--- config.mk ---
export PLATFORM = sky130hd
export DESIGN_NAME = pts_tx_ctrl
export DESIGN_NICKNAME = d
export VERILOG_FILES = /design/src/rtl/pts_tx_ctrl.sv
export SDC_FILE = /design/constraint.sdc
export NUM_CORES = 1
export LEC_CHECK = 0
export ABC_CLOCK_PERIOD_IN_PS = 2800
export BUFFER_PORTS_ARGS = -buffer_cell sky130_fd_sc_hd__buf_2
export CAP_MARGIN = 20
export CORE_MARGIN = 2
export CORE_UTILIZATION = 53
export DETAILED_ROUTE_END_ITERATION = 10
export GPL_ROUTABILITY_DRIVEN = 0
export PLACE_DENSITY = 0.82
export SLEW_MARGIN = 30
export SYNTH_ARGS = -nofsm -noshare
export SYNTH_HDL_FRONTEND = slang
export SYNTH_SLANG_ARGS = --single-unit
--- constraint.sdc ---
create_clock -name clk -period 2.8 [get_ports clk]
set_clock_uncertainty 0.2 [all_clocks]
set_input_delay 0.28 -clock clk [delete_from_list [all_inputs] [get_ports clk]]
set_output_delay 0.28 -clock clk [all_outputs]
set_load 0.05 [all_outputs]
--- src/rtl/pts_tx_ctrl.sv ---
// Purpose : transmit sequencer for an MSB-first, ones-fill parallel-to-serial shift register.
// Latency : load_enable one cycle after a transfer; each bit is held for CLKS_PER_BIT cycles.
// Backpres: tx_ready drops while a word is staged (and outside IDLE in the base build).
//
// Ports:
//   clk, rst                    - single clock, asynchronous active-high reset
//   tx_data/tx_valid/tx_ready   - word input handshake
//   load_enable/shift_enable    - controls for the shift register
//   parallel_out                - staged word, wired to the shift register's parallel_in
//   busy                        - FSM active or stage occupied
//   word_done                   - one-cycle pulse at the end of a word's last bit period
//
// Optional feature: define PTS_TX_CTRL_PREFETCH_EN to stage the next word while the
// current one is shifting, giving seamless back-to-back words.
module pts_tx_ctrl #(
    parameter int NUM_BITS     = 16,
    parameter int CLKS_PER_BIT = 4,
    parameter int IDLE_GAP     = 1
) (
    input  logic                clk,
    input  logic                rst,
    input  logic [NUM_BITS-1:0] tx_data,
    input  logic                tx_valid,
    output logic                tx_ready,
    output logic                load_enable,
    output logic                shift_enable,
    output logic [NUM_BITS-1:0] parallel_out,
    output logic                busy,
    output logic                word_done
);

    localparam int CW         = (CLKS_PER_BIT > 1) ? $clog2(CLKS_PER_BIT) : 1;
    localparam int BW         = $clog2(NUM_BITS);
    localparam int GAP_CYCLES = IDLE_GAP * CLKS_PER_BIT;
    localparam int GW         = (GAP_CYCLES > 1) ? $clog2(GAP_CYCLES) : 1;

    localparam logic [CW-1:0] CLK_LAST = CW'(CLKS_PER_BIT - 1);
    localparam logic [BW-1:0] BIT_LAST = BW'(NUM_BITS - 1);
    // With no gap the GAP state is unreachable, so the value is irrelevant.
    localparam logic [GW-1:0] GAP_LAST = (GAP_CYCLES > 0) ? GW'(GAP_CYCLES - 1) : '0;

    localparam logic [1:0] S_IDLE  = 2'd0;
    localparam logic [1:0] S_SHIFT = 2'd1;
    localparam logic [1:0] S_GAP   = 2'd2;

    logic [1:0]    state;
    logic [CW-1:0] clk_cnt;
    logic [BW-1:0] bit_cnt;
    logic [GW-1:0] gap_cnt;
    logic          stage_valid;

    logic clk_last;
    logic bit_last;
    logic gap_last;
    logic final_shift;
    logic chain_load;
    logic xfer;

    always_comb begin
        clk_last    = (clk_cnt == CLK_LAST);
        bit_last    = (bit_cnt == BIT_LAST);
        gap_last    = (gap_cnt == GAP_LAST);
        final_shift = (state == S_SHIFT) && clk_last && bit_last;
`ifdef PTS_TX_CTRL_PREFETCH_EN
        // With no gap, the staged word is loaded in place of the final
        // (ones-fill) shift so its first bit follows the previous last bit.
        chain_load  = (IDLE_GAP == 0) && final_shift && stage_valid;
        tx_ready    = !rst && !stage_valid;
`else
        chain_load  = 1'b0;
        tx_ready    = !rst && (state == S_IDLE) && !stage_valid;
`endif
        xfer         = tx_valid && tx_ready;
        load_enable  = ((state == S_IDLE) && stage_valid)
                     || ((state == S_GAP) && gap_last && stage_valid)
                     || chain_load;
        shift_enable = (state == S_SHIFT) && clk_last && !chain_load;
        word_done    = final_shift;
        busy         = (state != S_IDLE) || stage_valid;
    end

    // Stage register: written on a transfer, emptied when handed to the shifter.
    always_ff @(posedge clk or posedge rst) begin
        if (rst) begin
            stage_valid  <= 1'b0;
            parallel_out <= '1;
        end else if (xfer) begin
            stage_valid  <= 1'b1;
            parallel_out <= tx_data;
        end else if (load_enable) begin
            stage_valid  <= 1'b0;
        end
    end

    always_ff @(posedge clk or posedge rst) begin
        if (rst) begin
            state   <= S_IDLE;
            clk_cnt <= '0;
            bit_cnt <= '0;
            gap_cnt <= '0;
        end else begin
            case (state)
                S_IDLE: begin
                    if (load_enable) begin
                        state   <= S_SHIFT;
                        clk_cnt <= '0;
                        bit_cnt <= '0;
                    end
                end
                S_SHIFT: begin
                    if (clk_last) begin
                        clk_cnt <= '0;
                        if (bit_last) begin
                            bit_cnt <= '0;
                            if (chain_load) begin
                                state <= S_SHIFT;
                            end else if (IDLE_GAP > 0) begin
                                state   <= S_GAP;
                                gap_cnt <= '0;
                            end else begin
                                state <= S_IDLE;
                            end
                        end else begin
                            bit_cnt <= bit_cnt + BW'(1);
                        end
                    end else begin
                        clk_cnt <= clk_cnt + CW'(1);
                    end
                end
                S_GAP: begin
                    if (gap_last) begin
                        gap_cnt <= '0;
                        if (stage_valid) begin
                            state   <= S_SHIFT;
                            clk_cnt <= '0;
                            bit_cnt <= '0;
                        end else begin
                            state <= S_IDLE;
                        end
                    end else begin
                        gap_cnt <= gap_cnt + GW'(1);
                    end
                end
                default: state <= S_IDLE;
            endcase
        end
    end

endmodule

# Word level (Yosys, flattened, before mapping)
# Cells that the tools add are included.
# totals
regBits	27
elab_cells	63
input_bits	19
output_inout_bits	21
# classes
n_mux	23
eq_ne	10
add_sub_neg	3
n_reduce_logical	21
# ops
operator	n
two-way mux 2 bit	11
two-way mux 4 bit	5
one-hot mux 2 bit (3 select lines)	2
one-hot mux 4 bit (3 select lines)	1
!= test 2 bit, second input constant	5
logical AND 1 bit	8
AND reduction 4 bit	2
== test 2 bit, second input constant	3
nonzero test 2 bit	3
AND reduction 5 bit	1
adder 2 x 1 -> 2 bit, second input constant	2
adder 4 x 1 -> 4 bit, second input constant	1
== test 4 bit, second input constant	1
one-hot mux 2 bit (2 select lines)	1
two-way mux 1 bit	3
AND reduction 3 bit	1
nonzero test 3 bit	1
== test 2 x 1 -> 1 bit, second input constant	1
zero test 1 bit	2
zero test 2 bit	1
logical OR 1 bit	2

# Logic depth before layout (Yosys ltp)
# depth
depth_word	6
depth_mapped	5
depth_no_buf	5

# Worst setup path before layout
# OpenSTA, ideal clock, no wires.
# synth_path
path_kind	flip-flop to flip-flop
startpoint	register state[1]
endpoint	register parallel_out[0]
arrival_time_ns	1.811
synth_period_minus_slack_ns	2.094
setup_ns	0.082
n_path_buf	1
stages_incl_launch_ff	5
required_time_ns	2.518
path_slack_ns	0.706
path_cell_list	dfrtp_1 nor4_4 nand2_4 buf_6 mux2_4
# synth_between
elab_chain_cells	4
# synth_rtl
item	line	rtl
start, declared	46	logic [1:0] state;
start signal, assigned	97	state <= S_IDLE;
start signal, assigned	105	state <= S_SHIFT;
start signal, assigned	116	state <= S_SHIFT;
zero test 2 bit	71	tx_ready = !rst && (state == S_IDLE) && !stage_valid;
logical AND 1 bit (2 in series)	71	
named net tx_ready	24	output logic tx_ready,
logical AND 1 bit	73	xfer = tx_valid && tx_ready;
end signal, assigned	89	parallel_out <= tx_data;
end, declared	27	output logic [NUM_BITS-1:0] parallel_out,
# The timed path passes the listed nets, and every way through them passes these cells.
# A chain may end at the register's enable or synchronous reset.

# Final worst setup path
# layout_path
startpoint	register state[1]
endpoint	output port load_enable
# layout_between
elab_chain_cells	4
elab_cells_between_ends	6
classes_between	eq/ne: 1; reduce/logical: 5
# layout_rtl
item	line	rtl
== test 2 bit	75	|| ((state == S_GAP) && gap_last && stage_valid)
logical AND 1 bit (2 in series)	75	
logical OR 1 bit *	75	
end, declared	25	output logic load_enable,
# Every way passes the cells marked *; elsewhere a longest branch is shown, timed or not.

==> impl_metrics.toml <==
[min_path]
min_path_cells = 3
whs_endpoint = "stage_valid$_DFFE_PP0P_"
holdCritStartpoint = "tx_valid"
hold_path.class = "input port to register"

[sta]
report.final.hold_viol_count = 0
final-max-slew-violation-count = 0
worst_slew_margin_rel = 0.641
max_slew.worst_pin.slew_ns = 0.538
post-route-min-period_ns = 2.37
timing.setup.tns_ns = 0
report.final.setup_viol = 0
holdWs_ns = 0.154
rsz_0062_raised_after_global_routing = "false"
max_freq_mhz = 423
post-route-period-util = 0.845

[setup_path]
worst-endpoint-required_ns = 2.32
timing.reg2reg.setup_slack_ns = 0.97
setup.worst_path.start_class = "register"
cp_max_fo = 14
critical_path.reg2reg.startpoint = "state[1]$_DFFE_PP0P_"
slowest_cell_on_crit_path = "sky130_fd_sc_hd__dfrtp_1"
timing.critical_path.cells = "nor2b_1 -> or3b_2 -> inv_1 -> buf_2"
criticalPathCategory = "register to output port"
element_type_at_the_critical_path_end = "output port"
timing.critical_path.slowest_cell_delay_ns = 0.56
cp_data_arrival_time_ns = 1.89
worstReg2RegEnd = "parallel_out[14]$_DFFE_PP1P_"
ff2ff_path_depth = 3

[grt]
antenna_violations_before_repair = 0
pin_count_of_the_biggest_net_entering_global_routing = 28
grt.overflow.total = 0
grt_pass1_vias = 958
grt_usage = 0.193
grt_first_pass_wirelength_mm = 3.98

[power_and_ir_drop]
pwr-share-seq = 0.613
combPwrFrac = 0.140
power.density_mw_per_mm2 = 393
switching_share = 0.251
total_power_w = 0.000670
power.ir.vdd_worst_mv = 0.256
clkPwrFrac = 0.247
intPower_w = 0.000502
leakage_power_nw = 0.863
netsw_w = 0.000168

[logic_synthesis]
yosys_warnings = 0
synthDistinctLibCells = 32
synth_adder_area_share = 0.0291
ys_seq_area_frac = 0.540
dominantRegCellSynth = "sky130_fd_sc_hd__dfstp_2"
synth_commonest_cells = "sky130_fd_sc_hd__dfstp_2 (16), sky130_fd_sc_hd__dfrtp_1 (11), sky130_fd_sc_hd__mux2_4 (9)"
post_synth_design_cell_area_sq_mm = 0.00129
dominant_combinational_cell_family_by_area_after_synthesis = "multiplexers"
synthSimpleGateAreaFrac = 0.139
synth_area_per_cell_sq_um = 12.9
yosys.area.top_type_share = 0.326
synth_largest_area_cell = "sky130_fd_sc_hd__dfstp_2"
yosys-mux-area-fraction = 0.174
post_synth_main_area_contributors = "sky130_fd_sc_hd__dfstp_2 (33%), sky130_fd_sc_hd__dfrtp_1 (21%), sky130_fd_sc_hd__mux2_4 (10%), sky130_fd_sc_hd__mux2_2 (6.1%), sky130_fd_sc_hd__ha_1 (2.9%)"
synth_nets = 122
synth_compound_gate_area_share = 0.0883
synth_xor_xnor_area_share = 0
synth_async_sr_flop_share = 1.00
count_of_flip_flops_with_a_built_in_enable_after_synthesis = 0
synthMostInstantiatedCell = "sky130_fd_sc_hd__dfstp_2"
post_synth_inst_count = 100
yosys_register_bits = 27

[die]
placeableCoreArea_sq_mm = 0.00225
row_count = 17
die_height_um = 53.3
die_span_x_um = 53.3
dieArea_sq_mm = 0.00284
io_pins = 40
initial_utilization = 0.572

[cells_and_area]
drive_gt1_frac = 0.519
diode_count = 0
design_area_sq_mm = 0.00170
layout.filler_cells = 148
finalNetCount = 181
syn_to_final_growth_pct = 32.1
fin_cells = 186

[placement]
area_after_detailed_placement_sq_mm = 0.00151
placed_cells = 165
place_hpwl_mm = 1.76
number_of_input_and_output_port_buffers_inserted = 39

[route]
detail_route.vias_per_cell = 5.50
num_vias = 1023
route.detailed.wl_per_inst_um = 14.7
drtIter0Drc = 8
final_antenna_net_count = 0
drc_errors = 0
route.final.wire_length_mm = 2.73
drtPass1Iterations = 4

[clocking]
clock_latency_at_the_later_pin_of_the_worst_skew_pair_ns = 0.31
cts_root_buf = "sky130_fd_sc_hd__clkbuf_4"
tritoncts_num_sinks = 27
cts_made_buffers = 3
tritoncts = "yes"
clk_pin_slew_worst_paths_ns = 0.14
clockBufferDepth = 2
cts_max_level = 1

[run_status]
run_status = "finished, final reports clean"

[run]
drv_cap = 0
[power by group through the flow]
stage / Clock, W / Sequential [W] / Combinational, W
CTS: 0.000165 / 0.000410 / 0.0000889
floorplan: 0 / 0.000450 / 0.0000166
finish: 0.000165 / 0.000410 / 0.0000940
detailed placement: 0 / 0.000417 / 0.0000744
global placement: 0 / 0.000416 / 0.0000734
global route: 0.000181 / 0.000412 / 0.0000996
[final cells by class]
| cell class | instances | area [sq um] | share of cell area |
|---|---|---|---|
| Sequential cell | 27 | 696 | 0.409 |
| Multi-Input combinational cell | 65 | 554 | 0.325 |
| Timing Repair Buffer | 57 | 373 | 0.219 |
| Tap cell | 28 | 35.0 | 0.0206 |
| Clock buffer | 4 | 26.3 | 0.0154 |
| Inverter | 5 | 18.8 | 0.0110 |
[cell usage in the layout (no fill, tap or decap), drive strengths merged]
cell type    Yosys  final
a21oi            2      2
a31o             3      3
and2             1      1
and4             1      1
and4b            1      1
buf              2     40
clkbuf           1      4
dfrtp           11     11
dfstp           16     16
dlygate4sd3      0     17
ha               3      3
inv              5      5
mux2            16     16
mux2i            1      1
nand2            7      7
nand2b           2      2
nand3            6      6
nand3b           1      1
nand4            1      1
nor2             1      1
nor2b            2      2
nor3             1      1
nor4             1      1
o211ai           5      5
o21ai            5      5
o22ai            1      1
o311ai           1      1
or3              2      2
or3b             1      1
[routing by layer]
layer	routed length (um)	vias to the layer above	global-route usage
met1	1110	503	0.212
met4	57	0	0.0684
met5	0	-	0
met2	1470	30	0.368
li1	-	482	-
met3	92	8	0.0254
[worst max-delay path, delay by kind of cell (launching register included)]
family	cells	cell delay [ns]
buffers and inverters	2	0.34
and+or+nand+nor	2	0.68
DFF	1	0.56
[registers in the layout (all words and copies together) (netlist names)]
signal	cells
bit_cnt	4
clk_cnt	2
gap_cnt	2
parallel_out	16
stage_valid	1
state	2
[kinds of logic (layout without fill, tap and decap cells)]
| logic type | count (synthesis) | count (layout) |
|---|---|---|
| buf+inv | 8 | 66 |
| fa+ha+maj | 3 | 3 |
| flops | 27 | 27 |
| simple gates | 28 | 28 |
| compound gates | 17 | 17 |
| mux | 17 | 17 |
[worst max-delay path by stage]
stage,startpoint,end,slack [ns],cells after the start
6_report,state[1]$_DFFE_PP0P_,load_enable,0.43,4
5_1_grt,state[1]$_DFFE_PP0P_,load_enable,0.32,4
4_1_cts,state[1]$_DFFE_PP0P_,load_enable,0.44,4
3_5_place_dp,state[1]$_DFFE_PP0P_,load_enable,0.80,4
3_3_place_gp,state[1]$_DFFE_PP0P_,load_enable,0.83,4
2_1_floorplan,state[1]$_DFFE_PP0P_,parallel_out[0]$_DFFE_PP1P_,0.71,4
[through the flow]
stage	util	setup slack (ns)
6_report	0.755	0.434
3_5_place_dp	0.668	0.798
3_3_place_gp	0.668	0.829
2_1_floorplan	-	0.706
5_1_grt	0.755	0.319
4_1_cts	0.738	0.437
[what timing repair did]
action / 4_1_cts / 5_1_grt
gates resized for setup: 0 / 0
hold buffers: 13 / 4
setup buffers: 0 / 0
endpoints found under the hold margin: 13 / 14
No activity file was read; power rests on OpenSTA's default activity.
